[src/rtl/calc_pkg.sv]
// calc_pkg: shared definitions for the calculator key sequencer.
//   - state_t   : sequencer state encoding (also exported on the debug port)
//   - KEY_*     : decoded key codes arriving from the keyboard decoder
//   - DSP_*     : non-digit seven-segment display codes
//   - OP_*      : op_sel encoding understood by the arithmetic datapath
//   - is_digit  : true for key codes 0-9
package calc_pkg;

    typedef enum logic [3:0] {
        ST_A_HI    = 4'd0,
        ST_A_LO    = 4'd1,
        ST_OP      = 4'd2,
        ST_B_HI    = 4'd3,
        ST_B_LO    = 4'd4,
        ST_WAIT_EQ = 4'd5,
        ST_CALC    = 4'd6,
        ST_SHOW    = 4'd7,
        ST_ERR     = 4'd8
    } state_t;

    localparam logic [3:0] KEY_ADD = 4'd10;
    localparam logic [3:0] KEY_SUB = 4'd11;
    localparam logic [3:0] KEY_MUL = 4'd12;
    localparam logic [3:0] KEY_EQ  = 4'd13;
    localparam logic [3:0] KEY_CLR = 4'd14;

    localparam logic [3:0] DSP_MINUS = 4'd10;
    localparam logic [3:0] DSP_E     = 4'd14;
    localparam logic [3:0] DSP_BLANK = 4'd15;

    localparam logic [1:0] OP_ADD = 2'd0;
    localparam logic [1:0] OP_SUB = 2'd1;
    localparam logic [1:0] OP_MUL = 2'd2;

    function automatic logic is_digit(input logic [3:0] k);
        return (k <= 4'd9);
    endfunction

endpackage

[src/rtl/calc_disp_map.sv]
// calc_disp_map: purely combinational mapping from sequencer state, operand
// registers and latched result to the four seven-segment digit codes.
//   state_i       : current sequencer state
//   operand_a_i   : {A_hi, A_lo} BCD
//   operand_b_i   : {B_hi, B_lo} BCD
//   result_i      : latched result, four BCD digits, MSD first
//   result_neg_i  : latched result sign
//   disp3_o..0_o  : display codes (0-9 digit, 10 minus, 14 'E', 15 blank)
module calc_disp_map
    import calc_pkg::*;
(
    input  state_t      state_i,
    input  logic [7:0]  operand_a_i,
    input  logic [7:0]  operand_b_i,
    input  logic [15:0] result_i,
    input  logic        result_neg_i,
    output logic [3:0]  disp3_o,
    output logic [3:0]  disp2_o,
    output logic [3:0]  disp1_o,
    output logic [3:0]  disp0_o
);

    always_comb begin
        disp3_o = DSP_BLANK;
        disp2_o = DSP_BLANK;
        disp1_o = DSP_BLANK;
        disp0_o = DSP_BLANK;
        case (state_i)
            ST_A_HI: ;
            ST_A_LO: begin
                disp0_o = operand_a_i[7:4];
            end
            ST_OP: begin
                disp1_o = operand_a_i[7:4];
                disp0_o = operand_a_i[3:0];
            end
            ST_B_HI: begin
                disp3_o = operand_a_i[7:4];
                disp2_o = operand_a_i[3:0];
            end
            ST_B_LO: begin
                disp3_o = operand_a_i[7:4];
                disp2_o = operand_a_i[3:0];
                disp0_o = operand_b_i[7:4];
            end
            ST_WAIT_EQ, ST_CALC: begin
                disp3_o = operand_a_i[7:4];
                disp2_o = operand_a_i[3:0];
                disp1_o = operand_b_i[7:4];
                disp0_o = operand_b_i[3:0];
            end
            ST_SHOW: begin
                // The datapath never produces a 4-digit negative result, so
                // the sign takes over the most significant position.
                disp3_o = result_neg_i ? DSP_MINUS : result_i[15:12];
                disp2_o = result_i[11:8];
                disp1_o = result_i[7:4];
                disp0_o = result_i[3:0];
            end
            ST_ERR: begin
                disp3_o = DSP_E;
                disp2_o = DSP_E;
                disp1_o = DSP_E;
                disp0_o = DSP_E;
            end
            default: ;
        endcase
    end

endmodule

[src/rtl/calc_seq_ctrl.sv]
// calc_seq_ctrl: keyboard-driven sequencer for the two-operand BCD calculator.
// Collects A (2 digits), an operator and B (2 digits), waits for enter,
// starts the shared arithmetic datapath, waits for its done pulse under a
// timeout, and drives the four display digit codes for every phase.
//   clk, reset         : clock, synchronous active-high reset
//   key_valid/key_code : one-cycle decoded key event
//   alu_done           : one-cycle completion pulse, result_bcd/result_neg valid
//   operand_a/b, op_sel: operands and operation presented to the datapath
//   alu_start          : one-cycle start pulse (first cycle of CALC)
//   busy               : high while the datapath is running
//   disp3..disp0       : display codes
//   state_dbg          : current FSM state (calc_pkg::state_t encoding)
// Handshake: key_valid and alu_done are single-cycle pulses with no
// back-pressure; an event is consumed on the edge where it is high, and is
// ignored if the current state has no use for it.
module calc_seq_ctrl
    import calc_pkg::*;
#(
    parameter int TIMEOUT = 64
)
(
    input  logic        clk,
    input  logic        reset,
    input  logic        key_valid,
    input  logic [3:0]  key_code,
    input  logic        alu_done,
    input  logic [15:0] result_bcd,
    input  logic        result_neg,
    output logic [7:0]  operand_a,
    output logic [7:0]  operand_b,
    output logic [1:0]  op_sel,
    output logic        alu_start,
    output logic        busy,
    output logic [3:0]  disp3,
    output logic [3:0]  disp2,
    output logic [3:0]  disp1,
    output logic [3:0]  disp0,
    output logic [3:0]  state_dbg
);

    localparam int CW = $clog2(TIMEOUT + 1);
    localparam logic [CW-1:0] CNT_LAST = CW'(TIMEOUT - 1);

    state_t        state_q, state_d;
    logic [7:0]    a_q, a_d;
    logic [7:0]    b_q, b_d;
    logic [1:0]    op_q, op_d;
    logic [CW-1:0] cnt_q, cnt_d;
    logic [15:0]   res_q, res_d;
    logic          neg_q, neg_d;
    logic          start_q, start_d;

    logic key_digit;
    logic key_clr;

    assign key_digit = key_valid && is_digit(key_code);
    assign key_clr   = key_valid && (key_code == KEY_CLR);

    always_ff @(posedge clk) begin
        if (reset) begin
            state_q <= ST_A_HI;
            a_q     <= 8'h00;
            b_q     <= 8'h00;
            op_q    <= OP_ADD;
            cnt_q   <= '0;
            res_q   <= 16'h0000;
            neg_q   <= 1'b0;
            start_q <= 1'b0;
        end else begin
            state_q <= state_d;
            a_q     <= a_d;
            b_q     <= b_d;
            op_q    <= op_d;
            cnt_q   <= cnt_d;
            res_q   <= res_d;
            neg_q   <= neg_d;
            start_q <= start_d;
        end
    end

    always_comb begin
        state_d = state_q;
        a_d     = a_q;
        b_d     = b_q;
        op_d    = op_q;
        cnt_d   = cnt_q;
        res_d   = res_q;
        neg_d   = neg_q;
        start_d = 1'b0;

        // Clear overrides everything, including a coincident alu_done.
        if (key_clr) begin
            state_d = ST_A_HI;
            a_d     = 8'h00;
            b_d     = 8'h00;
            op_d    = OP_ADD;
            cnt_d   = '0;
        end else begin
            case (state_q)
                ST_A_HI: if (key_digit) begin
                    a_d     = {key_code, a_q[3:0]};
                    state_d = ST_A_LO;
                end
                ST_A_LO: if (key_digit) begin
                    a_d     = {a_q[7:4], key_code};
                    state_d = ST_OP;
                end
                ST_OP: if (key_valid) begin
                    if (key_code == KEY_ADD) begin
                        op_d    = OP_ADD;
                        state_d = ST_B_HI;
                    end else if (key_code == KEY_SUB) begin
                        op_d    = OP_SUB;
                        state_d = ST_B_HI;
                    end else if (key_code == KEY_MUL) begin
                        op_d    = OP_MUL;
                        state_d = ST_B_HI;
                    end
                end
                ST_B_HI: if (key_digit) begin
                    b_d     = {key_code, b_q[3:0]};
                    state_d = ST_B_LO;
                end
                ST_B_LO: if (key_digit) begin
                    b_d     = {b_q[7:4], key_code};
                    state_d = ST_WAIT_EQ;
                end
                ST_WAIT_EQ: if (key_valid && (key_code == KEY_EQ)) begin
                    start_d = 1'b1;
                    cnt_d   = '0;
                    state_d = ST_CALC;
                end
                ST_CALC: begin
                    // Done is checked first so it wins over a coincident timeout.
                    if (alu_done) begin
                        res_d   = result_bcd;
                        neg_d   = result_neg;
                        state_d = ST_SHOW;
                    end else if (cnt_q == CNT_LAST) begin
                        state_d = ST_ERR;
                    end else begin
                        cnt_d = cnt_q + CW'(1);
                    end
                end
                ST_SHOW: if (key_digit) begin
                    a_d     = {key_code, 4'h0};
                    b_d     = 8'h00;
                    state_d = ST_A_LO;
                end
                ST_ERR: ;
                default: state_d = ST_A_HI;
            endcase
        end
    end

    assign operand_a = a_q;
    assign operand_b = b_q;
    assign op_sel    = op_q;
    assign alu_start = start_q;
    assign busy      = (state_q == ST_CALC);
    assign state_dbg = state_q;

    calc_disp_map u_disp_map (
        .state_i      (state_q),
        .operand_a_i  (a_q),
        .operand_b_i  (b_q),
        .result_i     (res_q),
        .result_neg_i (neg_q),
        .disp3_o      (disp3),
        .disp2_o      (disp2),
        .disp1_o      (disp1),
        .disp0_o      (disp0)
    );

endmodule

[config.mk]
export PLATFORM = sky130hd
export DESIGN_NAME = calc_seq_ctrl
export DESIGN_NICKNAME = d
export VERILOG_FILES = /design/src/rtl/calc_pkg.sv /design/src/rtl/calc_disp_map.sv /design/src/rtl/calc_seq_ctrl.sv
export SDC_FILE = /design/constraint.sdc
export NUM_CORES = 1
export LEC_CHECK = 0
export ABC_CLOCK_PERIOD_IN_PS = 4200
export CAP_MARGIN = 20
export CORE_ASPECT_RATIO = 0.9
export CORE_UTILIZATION = 54
export DETAILED_ROUTE_END_ITERATION = 16
export PLACE_DENSITY = 0.86
export SYNTH_ARGS = -nofsm -noshare
export SYNTH_HDL_FRONTEND = slang
export SYNTH_SLANG_ARGS = --single-unit
export TNS_END_PERCENT = 5
[constraint.sdc]
create_clock -name clk -period 4.2 [get_ports clk]
set_clock_uncertainty 0.2 [all_clocks]
set_input_delay 0.84 -clock clk [delete_from_list [all_inputs] [get_ports clk]]
set_output_delay 0.84 -clock clk [all_outputs]
set_load 0.02 [all_outputs]
==> impl_metrics.tcl <==
set metrics [dict create \
    p_per_area_mw_per_mm2 470.2 \
    end_kind "primary output" \
    wire_per_inst_um 16.64 \
    pin_count 65 \
    drc_errors 0 \
    cp.required_ps 3160 \
    post-route-util 0.7535 \
    crit_type "flip-flop to primary output" \
    seq_power_share 0.323 \
    worstPathCellList "and2_1 -> nand2_1 -> o32ai_1 -> nand2_1 -> clkdlybuf4s50_1" \
    synth_xor_area_frac 0.02282 \
    post_cts_resized 0 \
    syn2layout_area_growth_pct 29.16 \
    synth_edf_count 0 \
    die_y_um 68.91 \
    p_leak_nw 1.292 \
    cp.arrival_ps 2710 \
    worstMarginPinSlew_ps 779.6 \
    cts_setup_buffers 0 \
    clock.fmax_ghz 0.2667 \
    antenna_found_initial 0 \
    start_util 0.5834 \
    cts_buffers 5 \
    die_width_um 76.35 \
    clockBufferDepth 2 \
    htree_levels 2 \
    fin_crit_ps 3749 \
    crit_family "simple AND/OR/NAND/NOR gates" \
    crit_buf_inv 1 \
    cp_max_fo 20 \
    cts_hold_buf 0 \
    ant_nets 0 \
    cp_common_cell "nand2_1" \
    totalWireLength_mm 7.488 \
    synthAdderAreaFrac 0.004658 \
    cts_tree "built" \
    status "completed" \
    dieArea_mm2 0.005261 \
    hp-class "flip-flop to flip-flop" \
    slew_violations 0 \
    insertion_delay_ps 310 \
    synth_compound_area_frac 0.2222 \
    drive_above_1_share 0.05155 \
    grt_overflow 0 \
    synthArstFlopShare 0 \
    syn_nets 361 \
    synth_top_area_cell "dfxtp_1" \
    core_mm2 0.004604 \
    grt_pass1_wl_mm 11.82 \
    synth.area.top_cells "dfxtp_1 35%, mux2i_1 12%, nor2_1 6.3%, nand2_1 4.5%, a21oi_1 3.9%" \
    synth.most_common_cell "dfxtp_1" \
    maxCapViolations 0 \
    finalSetupTns_ps 0 \
    dr.pass1.iters 5 \
    switching_share 0.3696 \
    port_buffers 64 \
    max_slew_margin 0.4787 \
    antenna_cells 0 \
    peakVddDrop_v 0.0003017 \
    clk_pin_slew_worst_paths_ps 90 \
    yosys_warnings 0 \
    synthTopCellsByCount "47 x dfxtp_1, 45 x nor2_1, 32 x nand2_1" \
    internal_power_mw 1.028 \
    fp-row-count 23 \
    nets 413 \
    synth_top_family_by_area "compound AO/OA/AOI/OAI gates" \
    dr_total_vias 2735 \
    muxShareOfSynthArea 0.1155 \
    avgViaCountPerCell 6.078 \
    clock-root-buffer "clkbuf_8" \
    clkSinkCount 47 \
    crit_path_start_kind "flip-flop" \
    yosysSeqAreaShare 0.3503 \
    grt_start_max_net_pins 36 \
    yosys.area_share.simple 0.2217 \
    synth.avg_cell_area_um2 8.019 \
    p_clk_frac 0.241 \
    setup_viol_count_final 0 \
    p_comb_frac 0.435 \
    gp_congestion 0.8678 \
    ys_types 53 \
    synth-seq-cells 47 \
    period_share 0.8927 \
    worst_path_max_delay_cell "dfxtp_1" \
    grtUsageTotal 0.2913 \
    finalHoldViolations 0 \
    syn_inst 335 \
    grt_pass1_vias 2304 \
    place_area_mm2 0.003333 \
    rsz0062_at_grt "no" \
    fin_area_mm2 0.003470 \
    ys.flop_type "dfxtp_1" \
    drtIter0Drc 351 \
    slowest_delay_ps 750 \
    synth_area_mm2 0.002686 \
    netSwitchingPower_mw 0.6030 \
    hpwl_mm 5.262 \
    synth_top_area_share 0.3503 \
]
[layout make-up]
cell class | instances | area, um^2
flip-flops and latches | 47 | 940.9
inverters | 12 | 45.04
well taps | 62 | 77.57
multi-input cells | 250 | 1577
fillers | 363 | 1135
clock buffers | 5 | 68.82
repair buffers | 71 | 693.2
clock inverters | 3 | 67.56
[cells by family after synthesis]
logic type,Yosys count
compound gates,85
xor+xnor,7
fa+ha+maj,1
buf+inv,38
flops,47
mux,31
simple gates,126
[worst register-to-register path: cells and delay by family, from the launching register on]
family	cells	cell delay (ps)
AND/OR/NAND/NOR	2	1060
flip-flops	1	670
AO/OA/AOI/OAI	3	640
[state kept, by name (all words and copies together), names as in the netlist]
name / flops
neg_q: 1
res_q: 16
cnt_q: 7
state_dbg: 4
operand_b: 8
op_sel: 2
alu_start: 1
operand_a: 8
[cells in the final DEF, fill, tap and decap left out, types with 3 or more instances in the layout]
| cell type | synthesis | routed |
|---|---|---|
| nor2b_1 | 5 | 5 |
| dfxtp_1 | 47 | 47 |
| o31ai_1 | 5 | 5 |
| nor4_1 | 3 | 3 |
| nand2_1 | 32 | 32 |
| nand3_1 | 15 | 15 |
| clkdlybuf4s50_1 | 0 | 64 |
| nor2_1 | 45 | 45 |
| a211oi_1 | 5 | 5 |
| nor3_1 | 5 | 5 |
| nand2b_1 | 5 | 5 |
| or4_1 | 3 | 3 |
| o211ai_1 | 4 | 4 |
| buf_4 | 1 | 7 |
| a21oi_1 | 21 | 21 |
| xnor2_1 | 7 | 7 |
| clkbuf_8 | 0 | 5 |
| mux2i_1 | 31 | 31 |
| a22oi_1 | 9 | 9 |
| inv_1 | 11 | 11 |
| a2111oi_0 | 3 | 3 |
| o21ai_0 | 12 | 12 |
| a211o_1 | 4 | 4 |
[path summary, 6_finish.rpt]
check	cells after the start	start	endpoint	slack, ps
hold reg to reg	2	cnt_q[6]	cnt_q[6]	250
hold / removal	2	cnt_q[6]	cnt_q[6]	250
setup / recovery	5	state_dbg[0]	disp3[3]	450
setup reg to reg	5	state_dbg[3]	state_dbg[2]	1570
[power groups by stage]
stage | clock network [mW] | registers (mW) | logic (mW)
after CTS | 0.396 | 0.525 | 0.702
final | 0.394 | 0.527 | 0.710
after floorplan | 0 | 0.515 | 0.458
after detailed placement | 0 | 0.536 | 0.697
after global placement | 0 | 0.534 | 0.690
after global routing | 0.414 | 0.532 | 0.757
[routing by layer]
layer,wire (um),up-vias,track usage
li1,-,1308,-
met1,3483,1272,0.4187
met2,3257,143,0.4606
met3,684,12,0.04737
met4,63,0,0.06490
met5,0,-,0
[metrics by stage]
stage          total power [mW]  setup slack [ps]  cells  hold slack [ps]
2_1_floorplan            0.9735              1299    335            208.7
3_3_place_gp              1.224             872.7    442            218.6
3_5_place_dp              1.233             816.5    442            240.1
4_1_cts                   1.623             471.0    450            253.1
5_1_grt                   1.703             257.3    450            274.5
6_report                  1.631             450.8    450            254.0
No activity file was read; power rests on OpenSTA's default activity.
